===== config.mk =====
export PLATFORM = sky130hd
export DESIGN_NAME = instr_fetch
export DESIGN_NICKNAME = d
export VERILOG_FILES = /design/src/rtl/riscv_pkg.sv /design/src/rtl/fetch_fifo.sv /design/src/rtl/instr_fetch.sv
export SDC_FILE = /design/constraint.sdc
export NUM_CORES = 1
export LEC_CHECK = 0
export CAP_MARGIN = 30
export CORE_MARGIN = 3
export CORE_UTILIZATION = 40
export DETAILED_ROUTE_END_ITERATION = 16
export GPL_TIMING_DRIVEN = 0
export PLACE_DENSITY = 0.73
export SETUP_SLACK_MARGIN = 0.5
export SYNTH_ARGS = -nofsm -noshare
export SYNTH_HDL_FRONTEND = slang
export SYNTH_SLANG_ARGS = --single-unit

===== constraint.sdc =====
create_clock -name clk -period 5.65 [get_ports clk]
set_input_delay 0.8475 -clock clk [delete_from_list [all_inputs] [get_ports clk]]
set_output_delay 0.8475 -clock clk [all_outputs]
set_load 0.01 [all_outputs]

===== src/rtl/riscv_pkg.sv =====
// Shared types and constants for the fetch/decode front end.
// fetch_entry_t carries one buffered instruction together with its PC.
package riscv_pkg;

    localparam int XLEN = 32;

    localparam logic [6:0] OP_RTYPE = 7'b0110011;
    localparam logic [6:0] OP_ITYPE = 7'b0010011;
    localparam logic [6:0] OP_LOAD  = 7'b0000011;
    localparam logic [6:0] OP_STORE = 7'b0100011;

    typedef struct packed {
        logic [XLEN-1:0] pc;
        logic [XLEN-1:0] instr;
    } fetch_entry_t;

    function automatic logic [XLEN-1:0] wordAlign(input logic [XLEN-1:0] addr);
        return {addr[XLEN-1:2], 2'b00};
    endfunction

endpackage


===== src/rtl/fetch_fifo.sv =====
// In-order buffer of fetched instructions with single-cycle flush.
// Storage is reset to zero so the head fields read as zero out of reset.
module fetch_fifo
    import riscv_pkg::*;
#(
    parameter int DEPTH = 2,
    localparam int CW = $clog2(DEPTH + 1)
) (
    input  logic         clk,
    input  logic         reset,
    input  logic         push,
    input  fetch_entry_t pushData,
    input  logic         pop,
    input  logic         flush,
    output fetch_entry_t headData,
    output logic [CW-1:0] count,
    output logic         empty,
    output logic         full
);

    localparam int PW = (DEPTH > 1) ? $clog2(DEPTH) : 1;

    fetch_entry_t   mem [DEPTH];
    logic [PW-1:0]  wrPtr;
    logic [PW-1:0]  rdPtr;

    function automatic logic [PW-1:0] nextPtr(input logic [PW-1:0] p);
        return (p == PW'(DEPTH - 1)) ? '0 : p + 1'b1;
    endfunction

    always_ff @(posedge clk or posedge reset) begin
        if (reset) begin
            wrPtr <= '0;
            rdPtr <= '0;
            count <= '0;
            for (int i = 0; i < DEPTH; i++) mem[i] <= '0;
        end else if (flush) begin
            wrPtr <= '0;
            rdPtr <= '0;
            count <= '0;
        end else begin
            if (push) begin
                mem[wrPtr] <= pushData;
                wrPtr      <= nextPtr(wrPtr);
            end
            if (pop) rdPtr <= nextPtr(rdPtr);
            case ({push, pop})
                2'b10:   count <= count + 1'b1;
                2'b01:   count <= count - 1'b1;
                default: count <= count;
            endcase
        end
    end

    assign headData = mem[rdPtr];
    assign empty    = (count == '0);
    assign full     = (count == CW'(DEPTH));

    // The upstream credit scheme guarantees a slot for every returning word.
    assert property (@(posedge clk) disable iff (reset) !(push && full));

endmodule


===== src/rtl/instr_fetch.sv =====
// Instruction fetch stage: issues word fetches, buffers in-order responses,
// and hands {pc, instr, opcode} to decode; a redirect flushes all in-flight work.
module instr_fetch
    import riscv_pkg::*;
#(
    parameter int XLEN = riscv_pkg::XLEN,
    parameter logic [XLEN-1:0] RESET_PC = '0,
    parameter int FIFO_DEPTH = 2
) (
    input  logic            clk,
    input  logic            reset,
    output logic            imem_req_o,
    output logic [XLEN-1:0] imem_addr_o,
    input  logic            imem_gnt_i,
    input  logic            imem_rvalid_i,
    input  logic [XLEN-1:0] imem_rdata_i,
    input  logic            redirect_i,
    input  logic [XLEN-1:0] redirect_pc_i,
    output logic            if_valid_o,
    input  logic            if_ready_i,
    output logic [XLEN-1:0] if_instr_o,
    output logic [XLEN-1:0] if_pc_o,
    output logic [6:0]      if_opcode_o
);

    localparam int CW = $clog2(FIFO_DEPTH + 1);

    logic [XLEN-1:0] fetchPc;
    logic [XLEN-1:0] respPc;
    logic [XLEN-1:0] redirTarget;
    logic [CW-1:0]   outstanding;
    logic [CW-1:0]   dropCnt;
    logic [CW-1:0]   fifoCount;
    logic [CW:0]     inFlight;
    logic            fifoEmpty;
    logic            fifoFull;
    logic            issue;
    logic            rspValid;
    logic            dropRsp;
    logic            push;
    logic            pop;
    logic            unusedPcBits;
    fetch_entry_t    pushEntry;
    fetch_entry_t    headEntry;

    // Handshakes: imem transfers on a rising edge with req & gnt, decode on
    // valid & ready. req/addr and the decode head hold steady until taken;
    // only a redirect may withdraw them.
    always_comb begin
        inFlight    = {1'b0, outstanding} + {1'b0, fifoCount};
        imem_req_o  = !reset && !redirect_i && (inFlight < (CW + 1)'(FIFO_DEPTH));
        issue       = imem_req_o && imem_gnt_i;
        rspValid    = imem_rvalid_i && (outstanding != '0);
        dropRsp     = rspValid && (dropCnt != '0);
        push        = rspValid && !dropRsp && !redirect_i;
        if_valid_o  = !fifoEmpty && !redirect_i;
        pop         = if_valid_o && if_ready_i;
        redirTarget = wordAlign(redirect_pc_i);
        pushEntry   = '{pc: respPc, instr: imem_rdata_i};
    end

    assign unusedPcBits = ^redirect_pc_i[1:0];

    always_ff @(posedge clk or posedge reset) begin
        if (reset) begin
            fetchPc     <= RESET_PC;
            respPc      <= RESET_PC;
            outstanding <= '0;
            dropCnt     <= '0;
        end else begin
            outstanding <= outstanding + CW'(issue) - CW'(rspValid);
            if (redirect_i) begin
                // Everything still in flight after this edge belongs to the old path.
                fetchPc <= redirTarget;
                respPc  <= redirTarget;
                dropCnt <= outstanding - CW'(rspValid);
            end else begin
                if (issue)   fetchPc <= fetchPc + XLEN'(4);
                if (push)    respPc  <= respPc + XLEN'(4);
                if (dropRsp) dropCnt <= dropCnt - 1'b1;
            end
        end
    end

    fetch_fifo #(.DEPTH(FIFO_DEPTH)) uFifo (
        .clk      (clk),
        .reset    (reset),
        .push     (push),
        .pushData (pushEntry),
        .pop      (pop),
        .flush    (redirect_i),
        .headData (headEntry),
        .count    (fifoCount),
        .empty    (fifoEmpty),
        .full     (fifoFull)
    );

    assign imem_addr_o = fetchPc;
    assign if_instr_o  = headEntry.instr;
    assign if_pc_o     = headEntry.pc;
    assign if_opcode_o = headEntry.instr[6:0];

    // A full buffer leaves no credit, so no request can be in flight.
    assert property (@(posedge clk) disable iff (reset) fifoFull |-> (outstanding == '0));

endmodule

==> flow_summary.html <==
<table>
<tr><th>Metric</th><th>Value</th></tr>
<tr><th colspan="2">Outcome</th></tr>
<tr><td>Outcome</td><td>completed</td></tr>
<tr><th colspan="2">Synth</th></tr>
<tr><td>Post-synthesis cell area</td><td>between 9000 and 10,000 µm²</td></tr>
<tr><td>Flip-flop cell with the highest count after synthesis</td><td>dfrtp_1</td></tr>
<tr><td>Number of distinct library cell variants in the gate-level netlist after synthesis</td><td>56</td></tr>
<tr><td>Post-synth EDFFs</td><td>0</td></tr>
<tr><td>Number of storage elements in the synthesis netlist</td><td>roughly 190</td></tr>
<tr><td>Average size of a mapped cell</td><td>11.9 µm²</td></tr>
<tr><td>Gate Count Post-Synth</td><td>799</td></tr>
<tr><td>Share of the yosys chip area belonging to registers</td><td>50.6%</td></tr>
<tr><td>Number of warnings issued by yosys</td><td>0</td></tr>
<tr><td>Async set-or-reset flop fraction in the synthesized netlist</td><td>100%</td></tr>
<tr><th colspan="2">Worst setup path</th></tr>
<tr><td>Critical path cell sequence</td><td>clkbuf_1, clkbuf_1, clkbuf_1, nor4_1, clkdlybuf4s50_1</td></tr>
<tr><td>Worst path bufs/invs</td><td>4</td></tr>
<tr><td>Critical path capture point type</td><td>output port</td></tr>
<tr><td>Worst Setup Start Kind</td><td>input port</td></tr>
<tr><td>Cell seen most often among critical-path stages</td><td>clkbuf_1</td></tr>
<tr><td>Max FO, Critical Path</td><td>10</td></tr>
<tr><td>Data required, critical path</td><td>4800 ps</td></tr>
<tr><td>Delay of the slowest cell on the worst path</td><td>roughly 550 ps</td></tr>
<tr><td>Standard cell with the maximum stage delay on the critical path</td><td>clkbuf_1</td></tr>
<tr><td>Kind of cell adding the most delay to the critical path</td><td>buffers and inverters</td></tr>
<tr><td>Worst setup path category</td><td>in -&gt; out</td></tr>
<tr><td>CP Data Arrival Time</td><td>a little under 3000 ps</td></tr>
<tr><th colspan="2">Timing</th></tr>
<tr><td>Final setup vio count</td><td>0</td></tr>
<tr><td>Hold Violations, Final</td><td>0</td></tr>
<tr><td>Maximum operating frequency</td><td>approximately 260 MHz</td></tr>
<tr><td>Final slew viol count</td><td>0</td></tr>
<tr><td>Worst Skew</td><td>10.2 ps</td></tr>
<tr><td>Clock period minus final worst setup slack</td><td>3800 ps</td></tr>
<tr><td>Transition time at the pin with the least slew margin</td><td>a little over 1000 ps</td></tr>
<tr><td>Relative slew slack</td><td>between 30% and 40%</td></tr>
<tr><td>Period utilization</td><td>~67%</td></tr>
<tr><td>Final setup TNS</td><td>0 ps</td></tr>
<tr><td>RSZ-0062 raised after global routing</td><td>false</td></tr>
<tr><th colspan="2">Global route</th></tr>
<tr><td>Global-route wire length before repair</td><td>roughly 41 mm</td></tr>
<tr><td>Maximum number of pins on one net before global-route repair</td><td>41</td></tr>
<tr><td>Number of global-route vias before repair</td><td>around 7,500</td></tr>
<tr><td>Gr ovfl total</td><td>0</td></tr>
<tr><td>Overall routing resource usage</td><td>slightly below 20%</td></tr>
<tr><td>Initial antenna violation count</td><td>0</td></tr>
<tr><th colspan="2">Detailed routing</th></tr>
<tr><td>Routed length on met3</td><td>1.69 mm</td></tr>
<tr><td>Post-DRT Antenna Nets</td><td>0</td></tr>
<tr><td>Pre-antenna DRT Iters</td><td>5</td></tr>
<tr><td>Remaining design rule violation count</td><td>0</td></tr>
<tr><td>Highest metal layer with signal wires</td><td>met4</td></tr>
<tr><td>Routed vias</td><td>approximately 7,300</td></tr>
<tr><td>WL met2</td><td>approximately 12 mm</td></tr>
<tr><td>Average via count per standard cell</td><td>around 5.5</td></tr>
<tr><td>Total detailed-routing wirelength</td><td>24.9 mm</td></tr>
<tr><td>Per-cell routed wire length</td><td>around 19 µm</td></tr>
<tr><td>Initial DRC count</td><td>between 500 and 600</td></tr>
<tr><td>WL met1</td><td>around 11 mm</td></tr>
<tr><th colspan="2">Floorplanning</th></tr>
<tr><td>DIE AREA</td><td>around 26,000 µm²</td></tr>
<tr><td>Placement Rows</td><td>55</td></tr>
<tr><td>Die Y</td><td>approximately 160 µm</td></tr>
<tr><td>Chip Width</td><td>about 160 µm</td></tr>
<tr><td>Starting utilization of the core area</td><td>between 40% and 50%</td></tr>
<tr><td>Core Area</td><td>roughly 23,000 µm²</td></tr>
<tr><td># IOs</td><td>about 180</td></tr>
<tr><th colspan="2">Clock network</th></tr>
<tr><td>Cells resized by post-CTS repair</td><td>0</td></tr>
<tr><td>Number of clock buffers inserted by TritonCTS</td><td>17</td></tr>
<tr><td>Clock tree from TritonCTS</td><td>done</td></tr>
<tr><td>Clock edge transition at the registers on the reported setup and hold paths</td><td>around 80 ps</td></tr>
<tr><td>CTS H-tree depth</td><td>4</td></tr>
<tr><td>Clock Sinks</td><td>192</td></tr>
<tr><td>CTS Hold Bufs</td><td>0</td></tr>
<tr><td>Post-CTS Setup Inserts</td><td>0</td></tr>
<tr><td>Maximum buffer depth of the clock tree</td><td>2</td></tr>
<tr><td>Cell at the root of the clock tree</td><td>clkbuf_16</td></tr>
<tr><td>Clock latency reported for the late side of the worst-skew pair</td><td>about 430 ps</td></tr>
<tr><th colspan="2">Cells and area</th></tr>
<tr><td>Most frequent cells in the layout</td><td>mux2_2 (200), dfrtp_1 (192), clkdlybuf4s50_1 (167)</td></tr>
<tr><td>Layout Area Growth over Synthesis</td><td>29.3%</td></tr>
<tr><td>Post-Route Utilization</td><td>between 50% and 60%</td></tr>
<tr><td>Diode insertion count for antenna repair</td><td>0</td></tr>
<tr><td>Most frequent standard cell in the layout excluding fill and tap cells</td><td>mux2_2</td></tr>
<tr><td>Fraction of layout instances using a drive strength above 1</td><td>about 26%</td></tr>
<tr><td>Nets</td><td>1,071</td></tr>
<tr><th colspan="2">Placed design</th></tr>
<tr><td>Count of input and output buffers</td><td>around 170</td></tr>
<tr><td>DP HPWL</td><td>between 15 and 20 mm</td></tr>
<tr><td>RD Place Congestion</td><td>0.898</td></tr>
<tr><th colspan="2">Power</th></tr>
<tr><td>Maximum ir drop on the vdd rail</td><td>0.000329 V</td></tr>
<tr><td>Pwr/cell area</td><td>approximately 420 nW/µm²</td></tr>
<tr><td>Leak Pwr</td><td>roughly 0.0051 µW</td></tr>
<tr><th colspan="2">Min path</th></tr>
<tr><td>Worst hold path type</td><td>reg -&gt; reg</td></tr>
<tr><th colspan="2">Run</th></tr>
<tr><td>Max Cap Violations</td><td>0</td></tr>
</table>
## final timing paths
check | start | endpoint | slack [ps] | cells after the start
min in group asynchronous | reset | uFifo.count[1] | 880 | 2
worst max-delay path | redirect_i | imem_req_o | 1850 | 5
worst min-delay path | uFifo.mem[13] | uFifo.mem[13] | 500 | 1
max in group asynchronous | reset | uFifo.mem[15] | 3720 | 5
worst min register to register | uFifo.mem[13] | uFifo.mem[13] | 500 | 1
worst max register to register | outstanding[0] | imem_addr_o[22] | 2170 | 6
## power breakdown
group / switching (µW) / internal (µW)
clock network: 585 / 636
registers: 275 / 1820
logic: 723 / 1150
## through the flow
| stage | worst slack, ps | cells | area, µm² | hold slack (ps) | total power (µW) |
|---|---|---|---|---|---|
| 2_1_floorplan | 2330 | 802 | 9510 | 475 | 3120 |
| 3_3_place_gp | 665 | 1282 | 11600 | 483 | 3940 |
| 3_5_place_dp | 1900 | 1287 | 11700 | 490 | 4010 |
| 4_1_cts | 1850 | 1319 | 12300 | 507 | 5240 |
| 5_1_grt | 1740 | 1320 | 12300 | 520 | 5500 |
| 6_report | 1850 | 1320 | 12300 | 503 | 5190 |
## synthesized netlist by cell type, types with 11 or more instances
library cell / count / area share [%]
nor2_1: 41 / 1.6
xnor2_1: 19 / 1.8
nand3_1: 24 / 1.3
nand2_1: 28 / 1.1
nand4_1: 26 / 1.7
or4_1: 17 / 1.3
inv_1: 13 / 0.51
dfrtp_1: 192 / 51
o21ai_0: 12 / 0.63
mux2_2: 200 / 24
clkbuf_1: 33 / 1.3
and3_1: 11 / 0.72
nor4_1: 17 / 1.1
buf_4: 11 / 0.87
nor3_1: 13 / 0.69
a31oi_1: 24 / 1.6
buf_1: 12 / 0.47
o31ai_1: 14 / 1.1
## layout make-up
| cell class | count | area (µm²) |
|---|---|---|
| inverters | 13 | 52.6 |
| repair buffers | 173 | 1780 |
| plain buffers | 58 | 262 |
| clock buffers | 17 | 425 |
| flip-flops and latches | 192 | 4800 |
| well taps | 313 | 392 |
| multi-input cells | 539 | 4400 |
| clock inverters | 15 | 171 |
| fillers | 2045 | 10700 |
## metal layers
metal	GRT usage, %	vias to the layer above
li1	-	3354
met1	27.2	3618
met2	31.2	286
met3	4.49	45
met4	6.27	0
met5	0	-
## cell families after synthesis
family / share of synthesized area [%]
AND/OR/NAND/NOR: 12.1
multiplexers: 23.9
adder cells (fa/ha/maj): 1.00
XOR/XNOR: 2.31
buffers and inverters: 3.27
AO/OA/AOI/OAI: 6.79
flip-flops: 50.6
other: 0.0395
## state kept, by name (all words and copies together), names as in the netlist
name and cells:
dropCnt 2, uFifo.mem 124, imem_addr_o 30, respPc 30, outstanding 2, uFifo.wrPtr 1, uFifo.rdPtr 1, uFifo.count 2
## worst reg2reg max path, delay by kind of cell, from the launching register on
kind	cells	cell delay [ps]
simple gates	4	2300
flops	1	470
compound gates	1	160
fa+ha+maj	1	490
Note: power is estimated with default switching activity, not from simulation.
